**src/rtl/ara_pkg.sv**
```systemverilog
// Shared vector-unit types: instruction IDs, element width and mask-router queue depth.
package ara_pkg;

    localparam int unsigned NrVInsn = 8;
    typedef logic [$clog2(NrVInsn)-1:0] vid_t;

    localparam int unsigned ELEN = 64;
    typedef logic [ELEN-1:0] elen_t;

    localparam int unsigned MaskRouterQueueDepth = 2;

endpackage

```
**src/rtl/vfu_mask_router_pkg.sv**
```systemverilog
// Mask-router local types: routing decision record and the tag-match resolver.
package vfu_mask_router_pkg;

    localparam int unsigned MaxFUs = 8;

    typedef struct packed {
        logic       hit;
        logic       multi;
        logic [2:0] idx;
    } route_t;

    // Lowest matching FU wins; multi flags more than one match.
    function automatic route_t route_lookup(logic [MaxFUs-1:0] match);
        route_t r;
        r = '0;
        for (int i = int'(MaxFUs) - 1; i >= 0; i--) begin
            if (match[i]) r.idx = 3'(i);
        end
        r.hit   = |match;
        r.multi = (match & (match - 8'd1)) != '0;
        return r;
    endfunction

endpackage

```
**src/rtl/vfu_mask_router_if.sv**
```systemverilog
// Mask-beat and per-FU delivery bundle between the mask unit, the router and the FUs.
interface vfu_mask_router_if #(
    parameter int unsigned NrFUs     = 2,
    parameter int unsigned DataWidth = $bits(ara_pkg::elen_t)
);
    localparam int unsigned StrbW = DataWidth / 8;

    logic [StrbW-1:0]              mask_i;
    ara_pkg::vid_t                 mask_vid_i;
    logic                          mask_valid_i;
    logic                          mask_ready_o;
    ara_pkg::vid_t [NrFUs-1:0]     fu_vid_i;
    logic [NrFUs-1:0]              fu_vid_valid_i;
    logic [NrFUs-1:0][StrbW-1:0]   fu_mask_o;
    logic [NrFUs-1:0]              fu_mask_valid_o;
    logic [NrFUs-1:0]              fu_mask_ready_i;
    logic [NrFUs-1:0]              fu_flush_i;
    logic                          conflict_o;

    modport master (
        output mask_i, mask_vid_i, mask_valid_i, fu_vid_i, fu_vid_valid_i,
               fu_mask_ready_i, fu_flush_i,
        input  mask_ready_o, fu_mask_o, fu_mask_valid_o, conflict_o
    );

    modport slave (
        input  mask_i, mask_vid_i, mask_valid_i, fu_vid_i, fu_vid_valid_i,
               fu_mask_ready_i, fu_flush_i,
        output mask_ready_o, fu_mask_o, fu_mask_valid_o, conflict_o
    );

endinterface

```
**src/rtl/vfu_mask_queue.sv**
```systemverilog
// Single per-FU mask FIFO with flush; ARA_MASK_ROUTER_BYPASS_EN adds an empty-queue bypass.
module vfu_mask_queue #(
    parameter int unsigned Depth = 2,
    parameter int unsigned Width = 8
) (
    input  logic             clk_i,
    input  logic             rst_ni,
    input  logic             push_i,
    input  logic [Width-1:0] data_i,
    input  logic             flush_i,
    output logic             full_o,
    output logic             valid_o,
    output logic [Width-1:0] data_o,
    input  logic             ready_i
);

    localparam int unsigned PtrW = (Depth > 1) ? $clog2(Depth) : 1;
    localparam int unsigned CntW = $clog2(Depth + 1);

    typedef logic [PtrW-1:0] ptr_t;
    typedef logic [CntW-1:0] cnt_t;

    logic [Width-1:0] mem_q [Depth];
    ptr_t wr_ptr_q, wr_ptr_d;
    ptr_t rd_ptr_q, rd_ptr_d;
    cnt_t cnt_q, cnt_d;
    logic empty, bypass, store, pop;

    function automatic ptr_t ptr_inc(ptr_t p);
        if (p == ptr_t'(Depth - 1)) return '0;
        return p + ptr_t'(1);
    endfunction

    assign empty  = (cnt_q == '0);
    assign full_o = (cnt_q == cnt_t'(Depth));

`ifdef ARA_MASK_ROUTER_BYPASS_EN
    assign bypass = push_i & empty & ready_i & ~flush_i;
`else
    assign bypass = 1'b0;
`endif

    // A beat pushed during flush is accepted upstream but never stored.
    assign store = push_i & ~flush_i & ~bypass;
    assign pop   = ~empty & ready_i & ~flush_i;

    always_comb begin
        valid_o = rst_ni & ~flush_i & (~empty | bypass);
        data_o  = '0;
`ifdef ARA_MASK_ROUTER_BYPASS_EN
        if (valid_o) data_o = bypass ? data_i : mem_q[rd_ptr_q];
`else
        if (valid_o) data_o = mem_q[rd_ptr_q];
`endif
    end

    always_comb begin
        wr_ptr_d = wr_ptr_q;
        rd_ptr_d = rd_ptr_q;
        cnt_d    = cnt_q;
        if (flush_i) begin
            wr_ptr_d = '0;
            rd_ptr_d = '0;
            cnt_d    = '0;
        end else begin
            if (store) wr_ptr_d = ptr_inc(wr_ptr_q);
            if (pop)   rd_ptr_d = ptr_inc(rd_ptr_q);
            cnt_d = cnt_q + cnt_t'(store) - cnt_t'(pop);
        end
    end

    always_ff @(posedge clk_i) begin
        if (!rst_ni) begin
            wr_ptr_q <= '0;
            rd_ptr_q <= '0;
            cnt_q    <= '0;
        end else begin
            wr_ptr_q <= wr_ptr_d;
            rd_ptr_q <= rd_ptr_d;
            cnt_q    <= cnt_d;
        end
    end

    always_ff @(posedge clk_i) begin
        if (store) mem_q[wr_ptr_q] <= data_i;
    end

endmodule

```
**src/rtl/vfu_mask_router.sv**
```systemverilog
// Routes tagged mask beats to the FU whose active instruction ID matches.
// ARA_MASK_ROUTER_BYPASS_EN enables same-cycle delivery into an empty, ready FU queue.
module vfu_mask_router
    import ara_pkg::*;
    import vfu_mask_router_pkg::*;
#(
    parameter int unsigned NrFUs      = 2,
    parameter int unsigned QueueDepth = MaskRouterQueueDepth,
    parameter int unsigned DataWidth  = $bits(elen_t)
) (
    input logic               clk_i,
    input logic               rst_ni,
    vfu_mask_router_if.slave  bus
);

    localparam int unsigned StrbW = DataWidth / 8;

    logic [MaxFUs-1:0]           match;
    route_t                      rt;
    logic [NrFUs-1:0]            full;
    logic [NrFUs-1:0]            push;
    logic [NrFUs-1:0]            q_valid;
    logic [NrFUs-1:0][StrbW-1:0] q_data;
    logic                        target_free;
    logic                        ready;
    logic                        accept;
    logic                        conflict_q;

    always_comb begin
        match = '0;
        for (int i = 0; i < int'(NrFUs); i++) begin
            match[i] = bus.fu_vid_valid_i[i] && (bus.fu_vid_i[i] == bus.mask_vid_i);
        end
    end

    assign rt = route_lookup(match);

    // A full target still accepts when it is being flushed; the beat is dropped there.
    always_comb begin
        target_free = 1'b0;
        for (int i = 0; i < int'(NrFUs); i++) begin
            if (rt.idx == 3'(i)) target_free = ~full[i] | bus.fu_flush_i[i];
        end
    end

    assign ready  = rst_ni & rt.hit & target_free;
    assign accept = bus.mask_valid_i & ready;

    always_comb begin
        push = '0;
        for (int i = 0; i < int'(NrFUs); i++) begin
            push[i] = accept && (rt.idx == 3'(i));
        end
    end

    always_ff @(posedge clk_i) begin
        if (!rst_ni) conflict_q <= 1'b0;
        else         conflict_q <= accept & rt.multi;
    end

    for (genvar g = 0; g < int'(NrFUs); g++) begin : gen_queue
        vfu_mask_queue #(
            .Depth (QueueDepth),
            .Width (StrbW)
        ) u_queue (
            .clk_i   (clk_i),
            .rst_ni  (rst_ni),
            .push_i  (push[g]),
            .data_i  (bus.mask_i),
            .flush_i (bus.fu_flush_i[g]),
            .full_o  (full[g]),
            .valid_o (q_valid[g]),
            .data_o  (q_data[g]),
            .ready_i (bus.fu_mask_ready_i[g])
        );
    end

    assign bus.mask_ready_o    = ready;
    assign bus.fu_mask_valid_o = q_valid;
    assign bus.fu_mask_o       = q_data;
    assign bus.conflict_o      = rst_ni & conflict_q;

endmodule

```
**src/flat_wrapper.sv**
```systemverilog
// flat-port wrapper written by rule: the top's interface ports become plain ports
module vfu_mask_router_flat import ara_pkg::*; import vfu_mask_router_pkg::*;
#(
    parameter int unsigned NrFUs      = 2,
    parameter int unsigned QueueDepth = MaskRouterQueueDepth,
    parameter int unsigned DataWidth  = $bits(elen_t)
)
  (clk_i, rst_ni, bus_mask_i, bus_mask_vid_i, bus_mask_valid_i, bus_fu_vid_i, bus_fu_vid_valid_i, bus_fu_mask_ready_i, bus_fu_flush_i, bus_mask_ready_o, bus_fu_mask_o, bus_fu_mask_valid_o, bus_conflict_o);
  vfu_mask_router_if #(.NrFUs(NrFUs), .DataWidth(DataWidth)) bus_i ();
  input logic clk_i;
  input logic rst_ni;
  input wire logic [$bits(bus_i.mask_i)-1:0] bus_mask_i;
  input wire logic [$bits(bus_i.mask_vid_i)-1:0] bus_mask_vid_i;
  input wire logic [$bits(bus_i.mask_valid_i)-1:0] bus_mask_valid_i;
  input wire logic [$bits(bus_i.fu_vid_i)-1:0] bus_fu_vid_i;
  input wire logic [$bits(bus_i.fu_vid_valid_i)-1:0] bus_fu_vid_valid_i;
  input wire logic [$bits(bus_i.fu_mask_ready_i)-1:0] bus_fu_mask_ready_i;
  input wire logic [$bits(bus_i.fu_flush_i)-1:0] bus_fu_flush_i;
  output wire logic [$bits(bus_i.mask_ready_o)-1:0] bus_mask_ready_o;
  output wire logic [$bits(bus_i.fu_mask_o)-1:0] bus_fu_mask_o;
  output wire logic [$bits(bus_i.fu_mask_valid_o)-1:0] bus_fu_mask_valid_o;
  output wire logic [$bits(bus_i.conflict_o)-1:0] bus_conflict_o;
  assign bus_i.mask_i = bus_mask_i;
  assign bus_i.mask_vid_i = bus_mask_vid_i;
  assign bus_i.mask_valid_i = bus_mask_valid_i;
  assign bus_i.fu_vid_i = bus_fu_vid_i;
  assign bus_i.fu_vid_valid_i = bus_fu_vid_valid_i;
  assign bus_i.fu_mask_ready_i = bus_fu_mask_ready_i;
  assign bus_i.fu_flush_i = bus_fu_flush_i;
  assign bus_mask_ready_o = bus_i.mask_ready_o;
  assign bus_fu_mask_o = bus_i.fu_mask_o;
  assign bus_fu_mask_valid_o = bus_i.fu_mask_valid_o;
  assign bus_conflict_o = bus_i.conflict_o;
  vfu_mask_router #(.NrFUs(NrFUs), .QueueDepth(QueueDepth), .DataWidth(DataWidth)) u_core (.clk_i(clk_i), .rst_ni(rst_ni), .bus(bus_i));
endmodule
```
**config.mk**
```make
export PLATFORM = sky130hd
export DESIGN_NAME = vfu_mask_router_flat
export DESIGN_NICKNAME = d
export VERILOG_FILES = /design/src/rtl/ara_pkg.sv /design/src/rtl/vfu_mask_router_pkg.sv /design/src/rtl/vfu_mask_router_if.sv /design/src/rtl/vfu_mask_queue.sv /design/src/rtl/vfu_mask_router.sv /design/src/flat_wrapper.sv
export SDC_FILE = /design/constraint.sdc
export NUM_CORES = 1
export LEC_CHECK = 0
export ABC_AREA = 1
export CELL_PAD_IN_SITES_DETAIL_PLACEMENT = 0
export CELL_PAD_IN_SITES_GLOBAL_PLACEMENT = 1
export CORE_ASPECT_RATIO = 1.4
export CORE_MARGIN = 2
export CORE_UTILIZATION = 52
export CTS_BUF_LIST = sky130_fd_sc_hd__clkbuf_8
export DETAILED_ROUTE_END_ITERATION = 6
export DONT_BUFFER_PORTS = 1
export GPL_TIMING_DRIVEN = 0
export PLACE_DENSITY = 0.83
export SLEW_MARGIN = 20
export SYNTH_ARGS = -nofsm -noshare
export SYNTH_HDL_FRONTEND = slang
export SYNTH_SLANG_ARGS = --single-unit
export TNS_END_PERCENT = 5
```
**constraint.sdc**
```tcl
create_clock -name clk_i -period 4.1 [get_ports clk_i]
set_input_delay 0.82 -clock clk_i [delete_from_list [all_inputs] [get_ports clk_i]]
set_output_delay 0.82 -clock clk_i [all_outputs]
set_load 0.05 [all_outputs]
```
# Yosys cells after proc, flatten, opt, wreduce, memory -nomap -nowiden
# Memories as Yosys holds them, arrays and structs flattened. A register that Yosys moved wholly into a read port is not among the register bits.
# Index checks and enable logic that the tools add are counted.
[totals]
ff_bits = 9
ramBits = 32
out_inout_bits = 20
mem_count = 2
[classes]
addsub = 9
n_eq_ne = 5
muxes = 34
bitwise_logic = 25
reduce_logical = 11
[mem_list]
columns = ["memory", "words", "word_bits", "read_ports", "rd_ports_with_merged_regs", "write_ports", "line", "text"]
rows = [
  ["u_core.gen_queue[0].u_queue.mem_q", 2, 8, 1, 1, 1, "vfu_mask_queue.sv:23", "logic [Width-1:0] mem_q [Depth];"],
  ["u_core.gen_queue[1].u_queue.mem_q", 2, 8, 1, 1, 1, "vfu_mask_queue.sv:23", ""],
]
[ops]
columns = ["op", "count"]
rows = [
  ["2-to-1 mux 1 bit", 32],
  ["2-to-1 mux 8 bit", 2],
  ["bitwise AND 1 bit", 15],
  ["bitwise AND 2 x 8 -> 8 bit", 1],
  ["nonzero test 8 bit", 1],
  ["inverter 1 bit", 7],
  ["== test 3 bit", 2],
  ["OR reduction 2 bit", 3],
  ["adder 1 bit (second input constant)", 4],
  ["adder 2 x 1 -> 2 bit", 2],
  ["== test 2 bit (second input constant)", 2],
  ["logical AND 1 bit", 4],
  ["logical NOT 2 bit", 2],
  ["subtractor 2 x 1 -> 2 bit", 2],
  ["logical NOT 3 bit", 1],
  ["subtractor 2 x 1 -> 3 bit (second input constant)", 1],
  ["OR 1 bit", 2],
  ["== test 1 bit (second input constant)", 1],
]

# Logic depth before layout (Yosys ltp)
[depth]
word_depth = 14
ltp_mapped = 16

# Modules after synthesis
# Synthesis repeated with hierarchy kept, for this count alone.
[hier_totals]
cells_unflattened = 230
hier_area_um2 = 2192.1
[modules_own_cells]
columns = ["module", "instances", "cells_per_inst", "area_each_um2", "seq_area_each_um2"]
rows = [
  ["vfu_mask_queue", 2, 84, 945.9, 580.6],
  ["vfu_mask_router", 1, 62, 300.3, 20.0],
]

# Worst setup path after synthesis
# OpenSTA, ideal clock, no wires.
[synth_path]
path_kind = "in2out"
startpoint = "in rst_ni"
endpoint = "out bus_fu_mask_o[0]"
arrival_time_ps = 2012
required_ps = 3280
path_slack_ps = 1268
cell_stages = 4
path_buffers = 0
path_cell_list = "inv_1 -> nor2_1 -> o21ai_1 -> a21oi_1"
[synth_between]
elab_chain_len = 3
[synth_lines]
columns = ["element", "line", "text"]
rows = [
  ["start, declared", "flat_wrapper.sv:11", "input logic rst_ni;"],
  ["bitwise AND 1 bit (2 in a row)", "vfu_mask_queue.sv:48", "valid_o = rst_ni & ~flush_i & (~empty | bypass);"],
  ["2-to-1 mux 8 bit", "vfu_mask_queue.sv:53", "if (valid_o) data_o = mem_q[rd_ptr_q];"],
  ["end, declared", "flat_wrapper.sv:20", "output wire logic [$bits(bus_i.fu_mask_o)-1:0] bus_fu_mask_o;"],
]
# No other way between the ends.

# Final worst setup path
[layout_path]
startpoint = "in rst_ni"
endpoint = "out bus_fu_mask_o[14]"
# Same word-level chain as after synthesis.

==> results.md <==
- Status: finished, final reports clean
- TritonCTS clock tree: done
- Clock-pin transition on the worst setup and hold timing paths: approximately 0.08 ns
- Worst slew pin tran: about 1.1 ns
- RSZ-0062 raised after global routing: no
- Clk_lat worst skew: 0.29 ns
- Fin. max-slew vios: 0
- Area growth, synth to finish: 9.57%
- Layout Skew: approximately 0.0016 ns
- Static leakage: 0.000885 µW
- Routability congestion estimate: roughly 0.74
- Fmax: 322 MHz
- TNS Setup: 0 ns
- Synth Instances: 214
- Post-synth net total: about 240
- Relative slew slack: 0.287
- Antenna violations before repair: 0
- TritonCTS buffer count: 5
- Power per cell area: 408 mW/mm²
- CTS root buf: clkbuf_8
- Drt first pass iters: 4
- Hold Buf Count CTS: 0
- Hold Path Depth: 2
- Crit path required time: between 3 and 4 ns
- Synth top area share: 0.487
- Initial core utilization: 0.542
- Port Buffers: 0
- GRT Util Overall: 0.191
- Avg Cell Area, Syn: 9.23 µm²
- First-pass GRT wire length: ~6.3 mm
- Clock Tree Buf Depth: 2
- Die Width: between 50 and 60 µm
- Via count: about 1,400
- Period utilisation layout: 0.758
- Most frequent cell after synthesis: nand2_1
- Mapped Area: approximately 0.0020 mm²
- Drt initial violations: about 60
- CTS Sinks: 43
- Post-route insts no fill: 264
- FF-to-FF path depth: 13
- Final Hold Viols: 0
- Crit path kind: in -> out
- WL per Instance: 14.2 µm
- I/O pins: 46
- Netlist cell types: 23
- Nature of the critical path endpoint: output pin
- Ys async rst share: 0
- #FFs+latches synth: 43
- Dpl hpwl: roughly 2.9 mm
- Diodes inserted: 0
- Hold crit path type: reg -> reg
- # H-tree levels: 2
- Max rail drop VDD: between 400 and 500 µV
- Core area: 0.00364 mm²
- CP arrival: roughly 2.3 ns
- Worst reg2reg setup slack: between 1.5 and 2 ns
- FP Rows: 26
- NumNets Final: ~250
- Final setup fails: 0
- Crit path max fanout: 9
- Sequential area share after synthesis: 0.598
- DRC viols: 0
- Total gr overflow: 0
- Cell taking the most area after synthesis: edfxtp_1
- Top post-synthesis cells by area: edfxtp_1, nand2_1, dfxtp_1
- Detailed Route WL: 3.75 mm
- ANT nets after route: 0
- Yosys warns: 0
- Max Cap Viol: 0
- Die Y: between 70 and 80 µm
- Largest net degree at the start of global routing: 15
- Synth Flop Type: edfxtp_1
- Worst setup SP type: input port
- Number of flops mapped to enable cells by yosys: 32
- Vias in the first global route: approximately 1,400
- Via density: roughly 5.3
- Tmin final: between 3 and 4 ns
- Postcts setup bufs: 0
- Ratio of cells with drive above 1 in the final layout: 0.126
- Dpl cells: about 260
- PostCTS Resize Cnt: 0
- Most common library cells after synthesis: nand2_1, edfxtp_1, inv_1, a21oi_1, nor2_1
- Die Area: 0.00431 mm²
-- metrics by stage --
stage	util	area (µm²)	power (µW)	setup slack [ns]	hold slack, ns
final	0.594	2160	883	0.991	0.479
after global routing	0.594	2160	919	0.848	0.526
after CTS	0.594	2160	889	0.954	0.485
after detailed placement	0.556	2030	507	0.953	0.469
after global placement	0.556	2030	506	1.02	0.459
after floorplan	-	1970	503	1.27	0.447
-- final cells by class --
type / instances / area [µm²]
Inverter: 33 / 124
Multi-Input combinational cell: 134 / 647
Buffer: 4 / 22.5
Sequential cell: 43 / 1180
Clock buffer: 5 / 68.8
Fill cell: 324 / 1480
Tap cell: 42 / 52.6
Clock inverter: 3 / 67.6
-- layout by cell type (no fill, tap or decap), types with 3 or more instances in the layout --
cell type	Yosys	layout
a21oi_1	24	24
clkbuf_8	0	5
dfxtp_1	11	11
edfxtp_1	32	32
ha_1	4	4
inv_1	29	29
inv_2	4	4
nand2_1	62	62
nand2_2	3	3
nor2_1	17	17
nor2_2	5	5
o21ai_0	4	4
-- worst max-delay path, stage by stage --
cell and delay (ns):
inv_1 0.03, nor2_1 0.23, o21ai_1 0.30, a21oi_1 0.90
-- routing by layer --
| layer | wire, µm | vias up | global-route usage |
|---|---|---|---|
| met2 | 1980 | 51 | 0.333 |
| met1 | 1420 | 643 | 0.204 |
| met4 | 60 | 0 | 0.0714 |
| met5 | 0 | - | 0 |
| met3 | 291 | 6 | 0.0776 |
| li1 | - | 704 | - |
-- power by group --
group	switching, µW	internal, µW
Combinational	19.7	9.31
Clock	143	243
Sequential	0.398	467
-- logic make-up after synthesis --
logic type	after synthesis	synth area share
compound gates	31	0.0805
simple gates	97	0.213
buf+inv	37	0.0741
flops	43	0.598
xor+xnor	2	0.00887
fa+ha+maj	4	0.0253
-- final timing paths --
kind,from,end
worst max-delay path,rst_ni,bus_fu_mask_o[14]
worst min-delay path,u_core.gen_queue[0].u_queue.rd_ptr_q,u_core.gen_queue[0].u_queue.rd_ptr_q
worst max register to register,u_core.gen_queue[1].u_queue.cnt_q[0],u_core.gen_queue[1].u_queue.cnt_q[1]
worst min register to register,u_core.gen_queue[0].u_queue.rd_ptr_q,u_core.gen_queue[0].u_queue.rd_ptr_q
-- flip-flops by register name, indices dropped and copies added, names as in the netlist, named ones only --
register / flops
u_core.gen_queue.u_queue.wr_ptr_q: 2
u_core.gen_queue.u_queue.rd_ptr_q: 2
u_core.conflict_q: 1
u_core.gen_queue.u_queue.mem_q: 32
u_core.gen_queue.u_queue.cnt_q: 4
Power figures use the tool's default switching activity.
